### src/rtl/uart_tx_queue_if.sv
// Producer / transmitter handshake bundle for uart_tx_queue.
// UART_TXQ_OVERFLOW_EN adds the sticky overflow flag and its clear.
interface uart_tx_queue_if #(
    parameter int DEPTH_LOG2 = 4
);
    logic                  wr_valid;
    logic [7:0]            wr_data;
    logic                  wr_ready;
    logic                  send_start;
    logic [7:0]            send_data;
    logic                  send_busy;
    logic                  send_finish;
    logic [DEPTH_LOG2:0]   level;
    logic                  empty;
    logic                  full;
`ifdef UART_TXQ_OVERFLOW_EN
    logic                  overflow;
    logic                  ovf_clr;

    modport master (
        output wr_valid, wr_data, send_busy, send_finish, ovf_clr,
        input  wr_ready, send_start, send_data, level, empty, full, overflow
    );
    modport slave (
        input  wr_valid, wr_data, send_busy, send_finish, ovf_clr,
        output wr_ready, send_start, send_data, level, empty, full, overflow
    );
`else
    modport master (
        output wr_valid, wr_data, send_busy, send_finish,
        input  wr_ready, send_start, send_data, level, empty, full
    );
    modport slave (
        input  wr_valid, wr_data, send_busy, send_finish,
        output wr_ready, send_start, send_data, level, empty, full
    );
`endif
endinterface

### src/rtl/uart_tx_queue.sv
// Circular byte FIFO feeding a UART transmitter one frame at a time.
// Optional sticky drop flag enabled by defining UART_TXQ_OVERFLOW_EN.
module uart_tx_queue #(
    parameter int DEPTH_LOG2 = 4
) (
    input  logic            clk,
    input  logic            rst_n,
    uart_tx_queue_if.slave  bus
);
    localparam int DEPTH = 1 << DEPTH_LOG2;
    localparam logic [DEPTH_LOG2:0]   LVL_FULL = (DEPTH_LOG2+1)'(DEPTH);
    localparam logic [DEPTH_LOG2:0]   LVL_ONE  = (DEPTH_LOG2+1)'(1);
    localparam logic [DEPTH_LOG2:0]   LVL_ZERO = '0;
    localparam logic [DEPTH_LOG2-1:0] PTR_ONE  = DEPTH_LOG2'(1);

    typedef enum logic {IDLE, WAIT} state_t;

    state_t                state;
    logic [7:0]            mem [DEPTH];
    logic [DEPTH_LOG2-1:0] wptr, rptr;
    logic [DEPTH_LOG2:0]   level, level_nxt;
    logic                  empty_q, full_q, ready_q, start_q;
    logic [7:0]            data_q;
    logic                  wr_acc, pop;

    // wr_ready is registered, so a write can only be accepted while not full.
    assign wr_acc = bus.wr_valid && ready_q;
    assign pop    = (state == IDLE) && !empty_q && !bus.send_busy;

    always_comb begin
        level_nxt = level;
        case ({wr_acc, pop})
            2'b10:   level_nxt = level + LVL_ONE;
            2'b01:   level_nxt = level - LVL_ONE;
            default: level_nxt = level;
        endcase
    end

    always_ff @(posedge clk) begin
        if (rst_n && wr_acc)
            mem[wptr] <= bus.wr_data;
    end

    always_ff @(posedge clk) begin
        if (!rst_n) begin
            state   <= IDLE;
            wptr    <= '0;
            rptr    <= '0;
            level   <= '0;
            empty_q <= 1'b1;
            full_q  <= 1'b0;
            ready_q <= 1'b0;
            start_q <= 1'b0;
            data_q  <= 8'h00;
        end else begin
            start_q <= 1'b0;
            if (wr_acc)
                wptr <= wptr + PTR_ONE;
            case (state)
                IDLE: if (pop) begin
                    data_q  <= mem[rptr];
                    start_q <= 1'b1;
                    rptr    <= rptr + PTR_ONE;
                    state   <= WAIT;
                end
                WAIT: if (bus.send_finish)
                    state <= IDLE;
                default: state <= IDLE;
            endcase
            level   <= level_nxt;
            empty_q <= (level_nxt == LVL_ZERO);
            full_q  <= (level_nxt == LVL_FULL);
            ready_q <= (level_nxt != LVL_FULL);
        end
    end

`ifdef UART_TXQ_OVERFLOW_EN
    logic ovf_q;

    // Set has priority so a drop coinciding with a clear is never lost.
    always_ff @(posedge clk) begin
        if (!rst_n)
            ovf_q <= 1'b0;
        else if (bus.wr_valid && full_q)
            ovf_q <= 1'b1;
        else if (bus.ovf_clr)
            ovf_q <= 1'b0;
    end

    assign bus.overflow = ovf_q;
`endif

    assign bus.wr_ready   = ready_q;
    assign bus.send_start = start_q;
    assign bus.send_data  = data_q;
    assign bus.level      = level;
    assign bus.empty      = empty_q;
    assign bus.full       = full_q;
endmodule

### src/flat_wrapper.sv
// flat-port wrapper written by rule: the top's interface ports become plain ports
module uart_tx_queue_flat 
#(
    parameter int DEPTH_LOG2 = 4
)
  (clk, rst_n, bus_wr_valid, bus_wr_data, bus_send_busy, bus_send_finish, bus_wr_ready, bus_send_start, bus_send_data, bus_level, bus_empty, bus_full);
  uart_tx_queue_if #(.DEPTH_LOG2(DEPTH_LOG2)) bus_i ();
  input  logic clk;
  input  logic rst_n;
  input wire logic [$bits(bus_i.wr_valid)-1:0] bus_wr_valid;
  input wire logic [$bits(bus_i.wr_data)-1:0] bus_wr_data;
  input wire logic [$bits(bus_i.send_busy)-1:0] bus_send_busy;
  input wire logic [$bits(bus_i.send_finish)-1:0] bus_send_finish;
  output wire logic [$bits(bus_i.wr_ready)-1:0] bus_wr_ready;
  output wire logic [$bits(bus_i.send_start)-1:0] bus_send_start;
  output wire logic [$bits(bus_i.send_data)-1:0] bus_send_data;
  output wire logic [$bits(bus_i.level)-1:0] bus_level;
  output wire logic [$bits(bus_i.empty)-1:0] bus_empty;
  output wire logic [$bits(bus_i.full)-1:0] bus_full;
  assign bus_i.wr_valid = bus_wr_valid;
  assign bus_i.wr_data = bus_wr_data;
  assign bus_i.send_busy = bus_send_busy;
  assign bus_i.send_finish = bus_send_finish;
  assign bus_wr_ready = bus_i.wr_ready;
  assign bus_send_start = bus_i.send_start;
  assign bus_send_data = bus_i.send_data;
  assign bus_level = bus_i.level;
  assign bus_empty = bus_i.empty;
  assign bus_full = bus_i.full;
  uart_tx_queue #(.DEPTH_LOG2(DEPTH_LOG2)) u_core (.clk(clk), .rst_n(rst_n), .bus(bus_i));
endmodule
### config.mk
export PLATFORM = sky130hd
export DESIGN_NAME = uart_tx_queue_flat
export DESIGN_NICKNAME = d
export VERILOG_FILES = /design/src/rtl/uart_tx_queue_if.sv /design/src/rtl/uart_tx_queue.sv /design/src/flat_wrapper.sv
export SDC_FILE = /design/constraint.sdc
export NUM_CORES = 1
export LEC_CHECK = 0
export CAP_MARGIN = 15
export CORE_ASPECT_RATIO = 2
export CORE_UTILIZATION = 28
export CTS_BUF_LIST = sky130_fd_sc_hd__clkbuf_4 sky130_fd_sc_hd__clkbuf_8 sky130_fd_sc_hd__clkbuf_16
export DETAILED_ROUTE_END_ITERATION = 10
export SLEW_MARGIN = 20
export SYNTH_ARGS = -nofsm -noshare
export SYNTH_HDL_FRONTEND = slang
export SYNTH_SLANG_ARGS = --single-unit
### constraint.sdc
create_clock -name clk -period 7.3 [get_ports clk]
set_input_delay 0.73 -clock clk [delete_from_list [all_inputs] [get_ports clk]]
set_output_delay 0.73 -clock clk [all_outputs]
set_load 0.01 [all_outputs]
Word level (Yosys, flattened, before mapping). Memories as Yosys holds them, arrays and structs flattened. A register that Yosys moved wholly into a read port is not among the register bits. Cells that the tools add are included. W data, S select, Z words.

Muxes and demuxes: 6. Magnitude comparators: 0. Add/sub/neg operators: 4. Shift-type cells: 0. Div/mod/pow operators: 0. Eq/ne operators: 4. Reduce and logical (&&, ||, !) cells: 10. Bitwise operators: 2. Multiply operators: 0.

Operators by type and width (count): $pmux W5 S2 (1); $add A4 B1 Y4 const B (2); $add A5 B1 Y5 const B (1); $eq A5 B5 Y1 const B (1); $logic_not A5 Y1 (1); $ne A5 B5 Y1 const B (1); $sub A5 B1 Y5 const B (1); $logic_and A1 B1 Y1 (4); $mux W1 (4); $logic_not A1 Y1 (3); $eq A2 B1 Y1 const B (1); $eq A2 B2 Y1 const B (1); $not A1 Y1 (2); $pmux W1 S2 (1); $reduce_and A2 Y1 (1); $reduce_or A2 Y1 (1).

Bits in latches: 0. Bits of input ports: 13. Bits in writable memories: 128. Flip-flop bits (word level): 18. Bits in read-only memories: 0. Output and inout bits: 17. Memories kept: 1.

Memory list: u_core.mem (depth 16, bits a word 8, rd ports 1, clocked after Yosys merged registers in 1, write ports 1, line uart_tx_queue.sv:19) `logic [7:0] mem [DEPTH];`.

Logic depth before layout (Yosys ltp).
Word-level depth: 6. Gate-level depth with buffers: 10.

Worst setup path before layout. OpenSTA, ideal clock, no wires.

Path type: input -> register. Start: in bus_send_busy. End: reg u_core.ready_q (netlist: u_core.bus.wr_ready). Path buffers: 2. Setup time: 0.120 ns. Arrival: 3.095 ns. Stages on the path: 9. Slack: 4.086 ns. Cell sequence: nor3_1 -> clkbuf_1 -> ha_1 -> clkbuf_1 -> nor2_1 -> and4b_1 -> a311oi_1 -> xor2_1 -> o31a_1.

Longest elaborated chain between the ends: 5. Elaborated cells on any way between the ends: 6. Classes of those cells: 3 x eq/ne; 1 x mux; 2 x reduce/logical.

RTL lines: start: declaration (line flat_wrapper.sv:12) `input wire logic [$bits(bus_i.send_busy)-1:0] bus_send_busy;`; $logic_not A1 Y1 * (line uart_tx_queue.sv:28) `assign pop = (state == IDLE) && !empty_q && !bus.send_busy;`; $logic_and A1 B1 Y1 * (line uart_tx_queue.sv:28); $eq A2 B1 Y1 or $eq A2 B2 Y1 (tied branches) (line uart_tx_queue.sv:32) `case ({wr_acc, pop})`; $pmux W5 S2 * (line uart_tx_queue.sv:32); $ne A5 B5 Y1 * (line uart_tx_queue.sv:73) `ready_q <= (level_nxt != LVL_FULL);`; end signal: assignment (line uart_tx_queue.sv:73); end: declaration (line uart_tx_queue.sv:22) `logic empty_q, full_q, ready_q, start_q;`.

Mark *: on every way between the ends. The rest lies on a longest branch, timed or not. A chain may end at the register's enable or synchronous reset.

Worst setup path in the final report.
Start: in bus_wr_valid. End: reg u_core.ready_q (netlist: u_core.bus.wr_ready).

Longest elaborated chain between the ends: 4. Elaborated cells on any way between the ends: 5. Classes of those cells: 3 x eq/ne; 1 x mux; 1 x reduce/logical.

RTL lines: start: declaration (line flat_wrapper.sv:10) `input wire logic [$bits(bus_i.wr_valid)-1:0] bus_wr_valid;`; $logic_and A1 B1 Y1 * (line uart_tx_queue.sv:27) `assign wr_acc = bus.wr_valid && ready_q;`; $eq A2 B1 Y1 or $eq A2 B2 Y1 (tied branches) (line uart_tx_queue.sv:32); $pmux W5 S2 * (line uart_tx_queue.sv:32); $ne A5 B5 Y1 * (line uart_tx_queue.sv:73).

Marked as above.

==> results.md <==
- Crit-path max FO: 6
- Chip height: 210.8 microns
- TNS Setup: 0 ns
- Syn avg cell area: 18.01 sq um
- Post CTS Setup Buffer Count: 0
- Routed Antenna Nets: 0
- Hold worst-path end: u_core.bus.send_data[1]
- Crit share post-route: 0.4158
- Ant diodes: 0
- Final HPWL DP: 9104 microns
- Max Clk Rate: 0.3295 GHz
- Number of synthesized register bits: 154
- Number of max-slew violations in the final report: 0
- Met1 WL: 4260 microns
- Via Count: 3,148
- Commonest non-fill, non-tap cell in the layout: edfxtp_1
- Hold Path Depth: 2
- Worst VDD drop: 0.1606 mV
- RSZ-0062 raised after global routing: no
- Lkg Pwr: 2.297 nW
- RePlAce Congestion: 0.8095
- Cells after Synth: 339
- Vias in the first global route: 3,362
- Final min period: 3.035 ns
- Largest net degree at the start of global routing: 36
- Commonest cells after routing, fill and taps aside: 128 x edfxtp_1, 32 x mux4_2, 29 x clkdlybuf4s50_1
- Crit. End Element: flip-flop
- FF-to-FF Start: u_core.bus.wr_ready
- YS warnings: 0
- Inserted Clock Buffers: 17
- Row count: 76
- Post-Synth XOR/XNOR Area: 0.01721
- Cell variety after synth: 44
- Core Util, Final: 0.3410
- Area growth syn-to-layout: 20.02%
- Longest Clk Path Bufs: 2
- Met2 wire len: 7815 microns
- Number of fill cells: 2,082
- Overall routing resource usage: 0.1249
- Final Hold Viols: 0
- Adder-Cell Fraction of Synth Area: 0.01434
- Multiplexer share of the synthesized area: 0.1248
- Wire per inst: 19.60 microns
- Die ar.: 22,440 sq um
- Antenna violations before repair: 0
- I/O Buffers: 29
- Cells on worst reg2reg path: 8
- Nets: 392
- CTS tree: built
- Crit path kind: in2reg
- Global route overflow: 0
- Status: completed
- Multi-input logic area: 1647 sq um
- Root buf cell: clkbuf_16
- I/O pin count: 30
- Via-per-instance ratio: 4.784
- Startpoint types: input port
- Count of endpoints failing setup in the final report: 0
- Worst-skew pair later-pin latency: 0.42 ns
- R2R Setup Slk: 4.72 ns
- PwrDens: 298.0 nW/um^2
- Synth Area in Simple Gates: 0.05840
- Compound-Gate Fraction of Synth Area: 0.05492
- Initial core utilization: 0.2841
- Crit path from: bus_wr_valid
- Wire length of the first global-routing pass: 19,910 microns
- Main combinational cell family by area after synthesis: multiplexers
- Reg-to-Reg End: u_core.bus.wr_ready
- Slew headroom: 0.2979
- Cell Area, Synth: 6106 sq um
- Hold wc startpoint: u_core.bus.send_data[1]
- Synthesized net count: 359
- Total wire length: 12,900 microns
- DR pass1 iterations: 4
- Req. time, crit path: 7.61 ns
- Ys async rst share: 0
- Sequential area share after synthesis: 0.7148
- DRC: 0
- Primary FF master, synth: edfxtp_1
- Storage element area: 4365 sq um
- Least-Margin Pin Slew: 1.049 ns
- Max-Cap Viols: 0
- Die Width: 106.4 microns
- CTS H-tree lvls: 4
- Fin Clk Skew: 0.005796 ns
- Hold Buf Count CTS: 0
- Clock-pin slew on the worst setup and hold paths: 0.06 ns
- Hold Path Class: reg2reg
- CTS Sinks: 154
- Met3 Routed Length: 425 microns
- DRT iter0 DRCs: 332
- Top Layer Used: met4
- Layout cells sized above 1: 0.1974
- EDFF count, synth: 128
- Worst Path Arrival: 3.34 ns
- Gates resized, CTS repair: 0
- Core area: 21,490 sq um
==> worst max-delay path: stages <==
cell	delay [ns]
clkdlybuf4s50_1	0.46
a2111oi_4	0.58
xor2_1	0.20
ha_1	0.24
and4b_1	0.21
a311oi_1	0.43
xor2_1	0.18
o31a_1	0.31
==> flip-flops by register name (all words and copies together) (netlist names) <==
name / count
u_core.bus.level: 5
u_core.bus.full: 1
u_core.bus.empty: 1
u_core.bus.send_data: 8
u_core.mem: 128
u_core.bus.send_start: 1
u_core.state: 1
u_core.rptr: 4
u_core.bus.wr_ready: 1
u_core.wptr: 4
==> logic make-up after synthesis <==
group | Yosys count
xor+xnor | 12
mux | 36
compound gates | 40
buf+inv | 23
simple gates | 67
flops | 154
fa+ha+maj | 7
==> stage by stage <==
step | area, sq um | hold slack [ns] | total power, mW | instances | worst slack [ns]
4_1_cts | 7328 | 0.4773 | 2.203 | 658 | 4.280
3_5_place_dp | 6689 | 0.4684 | 1.296 | 626 | 3.832
2_1_floorplan | 6106 | 0.4889 | 1.200 | 339 | 4.086
3_3_place_gp | 6689 | 0.4723 | 1.287 | 626 | 3.877
5_1_grt | 7328 | 0.4883 | 2.263 | 658 | 4.129
6_report | 7328 | 0.4773 | 2.184 | 658 | 4.265
==> per-layer routing <==
layer,global-route usage,up-vias
li1,-,1417
met1,0.1172,1620
met2,0.2438,94
met3,0.02715,17
met4,0.06708,0
met5,0,-
==> area by class of cell <==
cell class / count / share of cell area
clock buffers: 23 / 0.07854
flip-flops and latches: 154 / 0.5957
multi-input cells: 162 / 0.2247
well taps: 273 / 0.04661
repair buffers: 33 / 0.04371
clock inverters: 9 / 0.008708
inverters: 4 / 0.002049
==> power breakdown <==
group          internal [mW]  switching [mW]  total (mW)
clock network          0.560           0.351       0.910
logic                  0.135           0.137       0.272
registers              0.976          0.0255        1.00
==> synthesized netlist by cell type, drive strengths merged, types with 2 or more instances <==
cell type    n  area (sq um)
mux4        32         720.7
and2        11         71.31
o31ai        2         15.01
nor2b        5         31.28
dfxtp       26         520.5
mux2i        3         30.03
a2111oi      2         42.54
o22ai        8         50.05
nand4        2         12.51
nor2        19         71.32
a221oi       8         70.07
xor2         5         43.79
edfxtp     128          3844
a21boi       2         15.01
xnor2        7         61.31
nand3b       2         15.01
a22o         8         70.07
nor4b        2         23.77
inv          4         15.01
clkbuf      10         37.54
nand2       16         60.06
ha           7         87.58
nor3b        2         15.01
a211oi       4         30.03
nand2b       2         12.51
buf          9         42.54
==> how the worst max path moves through the flow <==
stage / end / slack, ns / cells past startpoint
after global placement: u_core.bus.wr_ready / 3.88 / 9
after global routing: u_core.bus.wr_ready / 4.13 / 8
final: u_core.bus.wr_ready / 4.26 / 8
after detailed placement: u_core.bus.wr_ready / 3.83 / 8
after CTS: u_core.bus.wr_ready / 4.28 / 8
after floorplan: u_core.bus.wr_ready / 4.09 / 9
No activity file was read; power rests on OpenSTA's default activity.
==> edit, RTL diff (config.mk and constraints unchanged) <==
`DEPTH_LOG2` is set to 4 in 3 places; all go to 3.
--- a/src/rtl/uart_tx_queue_if.sv
+++ b/src/rtl/uart_tx_queue_if.sv
@@ -1,7 +1,7 @@
 // Producer / transmitter handshake bundle for uart_tx_queue.
 // UART_TXQ_OVERFLOW_EN adds the sticky overflow flag and its clear.
 interface uart_tx_queue_if #(
-    parameter int DEPTH_LOG2 = 4
+    parameter int DEPTH_LOG2 = 3
 );
     logic                  wr_valid;
     logic [7:0]            wr_data;
--- a/src/rtl/uart_tx_queue.sv
+++ b/src/rtl/uart_tx_queue.sv
@@ -1,7 +1,7 @@
 // Circular byte FIFO feeding a UART transmitter one frame at a time.
 // Optional sticky drop flag enabled by defining UART_TXQ_OVERFLOW_EN.
 module uart_tx_queue #(
-    parameter int DEPTH_LOG2 = 4
+    parameter int DEPTH_LOG2 = 3
 ) (
     input  logic            clk,
     input  logic            rst_n,
--- a/src/flat_wrapper.sv
+++ b/src/flat_wrapper.sv
@@ -1,7 +1,7 @@
 // flat-port wrapper written by rule: the top's interface ports become plain ports
 module uart_tx_queue_flat 
 #(
-    parameter int DEPTH_LOG2 = 4
+    parameter int DEPTH_LOG2 = 3
 )
   (clk, rst_n, bus_wr_valid, bus_wr_data, bus_send_busy, bus_send_finish, bus_wr_ready, bus_send_start, bus_send_data, bus_level, bus_empty, bus_full);
   uart_tx_queue_if #(.DEPTH_LOG2(DEPTH_LOG2)) bus_i ();
Interface: changed (resized bus_level); port bits go from 30 to 29. No check against the original RTL was run, so the function may have changed too.
==> edit against the original RTL <==
Global-route usage is 0.75 points lower; core utilization is 1.7 points higher; sequential share of layout area is 3.0 points lower; synthesized area is 44% lower; power is 40% lower; count of clock-buffer cells in the layout is 14 lower; synthesized cell count is 38% lower; sequential power is 41% lower; hold slack better by 0.019 ns; worst setup slack better by 0.26 ns; sequential cell count is 67 lower; cell area is 43% lower; routed wire length is 49% lower.
==> edit: results (changes against the original RTL) <==
[clock_tree]
htreeDepth=3  ; -1
insertion_delay_ns=0.33  ; -0.09 ns
numCtsBuffers=9  ; -8

[yosys]
synth_edf_count=64  ; -50%
synth_nets=228  ; -36%
muxShareOfSynthArea=0.135  ; +0.00995
synth_fa_ha_area_frac=0.0146  ; +0.000302
synth-xor-area-share=0.0231  ; +0.00586
synthDistinctLibCells=30  ; -32%
synth.area.top_cells=edfxtp_1 56%, dfxtp_1 13%, mux4_2 11%
synthCells=211  ; -38%
async_flop_share=0  ; unchanged
seq_area_frac_synth=0.697  ; -0.0176
synth_compound_area_frac=0.0370  ; -0.0179
synth_common_cells=64 x edfxtp_1, 23 x dfxtp_1, 23 x nor2_1

[sta]
tightest_slew_ns=0.957  ; -0.0920 ns
finClkSkew_ns=0.00452  ; -0.00128 ns

[critical_path]
r2r_slack_ns=5.06  ; +0.34 ns
crit_arrival_ns=3.00  ; -0.34 ns
critPathMaxFanout=23  ; +17
reg2reg_from=u_core.bus.empty$_SDFF_PN1_
max_stage_delay_ns=0.45  ; -0.13 ns
cpMaxStageDelayCell=clkdlybuf4s50_1

[routing]
dr.first_iter.drc_count=111  ; -67%
drt-wirelength-per-cell_um=16.6  ; -15%
vias=1840  ; -42%

[grt]
grt_pass1_wl_um=10400  ; -48%
grt.total_usage=0.117  ; -0.00751
grt_start_max_net_pins=24  ; -33%

[power_and_ir_drop]
ir_drop_uv=118  ; -27%
leakage_nw=1.34  ; -42%

[finish]
largest_reg_flops=64  ; -50%
n_fill_cell=1129  ; -46%
fin_cells=394  ; -40%
layout.nets=261  ; -33%

[min_path]
hold_path_startpoint=u_core.bus.send_data[0]$_SDFFE_PN0P_
min_to=u_core.bus.send_data[0]$_SDFFE_PN0P_

[run_status]
status=complete, no violations

[placed_design]
portBuffers=28  ; -3.4%
gp_congestion=0.808  ; -0.23%
place_inst=378  ; -40%

[edit: worst max-delay path by stage]
stage	start	to
after floorplan	bus_send_busy	u_core.bus.wr_ready$_SDFF_PN0_
after global placement	bus_send_busy	u_core.bus.wr_ready$_SDFF_PN0_
after detailed placement	bus_send_busy	u_core.bus.wr_ready$_SDFF_PN0_
after CTS	bus_send_busy	u_core.bus.wr_ready$_SDFF_PN0_
after global routing	bus_send_busy	u_core.bus.wr_ready$_SDFF_PN0_
final	bus_send_busy	u_core.bus.wr_ready$_SDFF_PN0_
[edit: cells by family (layout without fill, tap and decap cells)]
kind of cell	after synthesis	in the layout
flops	87	87
simple gates	54	54
mux	26	26
compound gates	17	17
buf+inv	14	52
xor+xnor	9	9
fa+ha+maj	4	4
[edit: power by group]
group	internal [W]	total (W)	switching [W]	leakage, nW
registers	0.000558	0.000589	0.0000305	0.764
logic	0.000122	0.000227	0.000106	0.418
clock network	0.000301	0.000486	0.000185	0.156
[edit: stage by stage]
stage | instance area, um^2 | worst slack (ns) | utilization | power, W | hold WS [ns]
after CTS | 4210 | 4.53 | 0.358 | 0.00132 | 0.507
final | 4210 | 4.52 | 0.358 | 0.00130 | 0.497
after floorplan | 3420 | 4.38 | - | 0.000742 | 0.481
after global placement | 3890 | 4.22 | 0.330 | 0.000827 | 0.493
after detailed placement | 3890 | 4.18 | 0.330 | 0.000831 | 0.498
after global routing | 4210 | 4.32 | 0.358 | 0.00136 | 0.552
[edit: worst register-to-register path, stage by stage, from the launching register on]
cell and delay, ns:
dfxtp_1 0.34, nor3_2 0.15, buf_4 0.27, ha_1 0.36, nor2b_1 0.17, a21oi_1 0.13, nand3_1 0.09, a311o_1 0.37
o31a_1 0.25
[edit: cell type report]
| cell class | instances | area [um^2] | area share |
|---|---|---|---|
| Tap cell | 145 | 181 | 0.0431 |
| Clock buffer | 9 | 225 | 0.0535 |
| Timing Repair Buffer | 33 | 318 | 0.0755 |
| Clock inverter | 7 | 95.1 | 0.0226 |
| Multi-Input combinational cell | 110 | 996 | 0.237 |
| Inverter | 3 | 11.3 | 0.00268 |
| Sequential cell | 87 | 2380 | 0.566 |
[edit: routing by layer]
layer,global-route usage,wire length [um],vias up
met1,0.117,2370,912
met3,0.0225,176,14
li1,-,-,879
met2,0.217,3820,35
met5,0,0,-
met4,0.0731,183,0
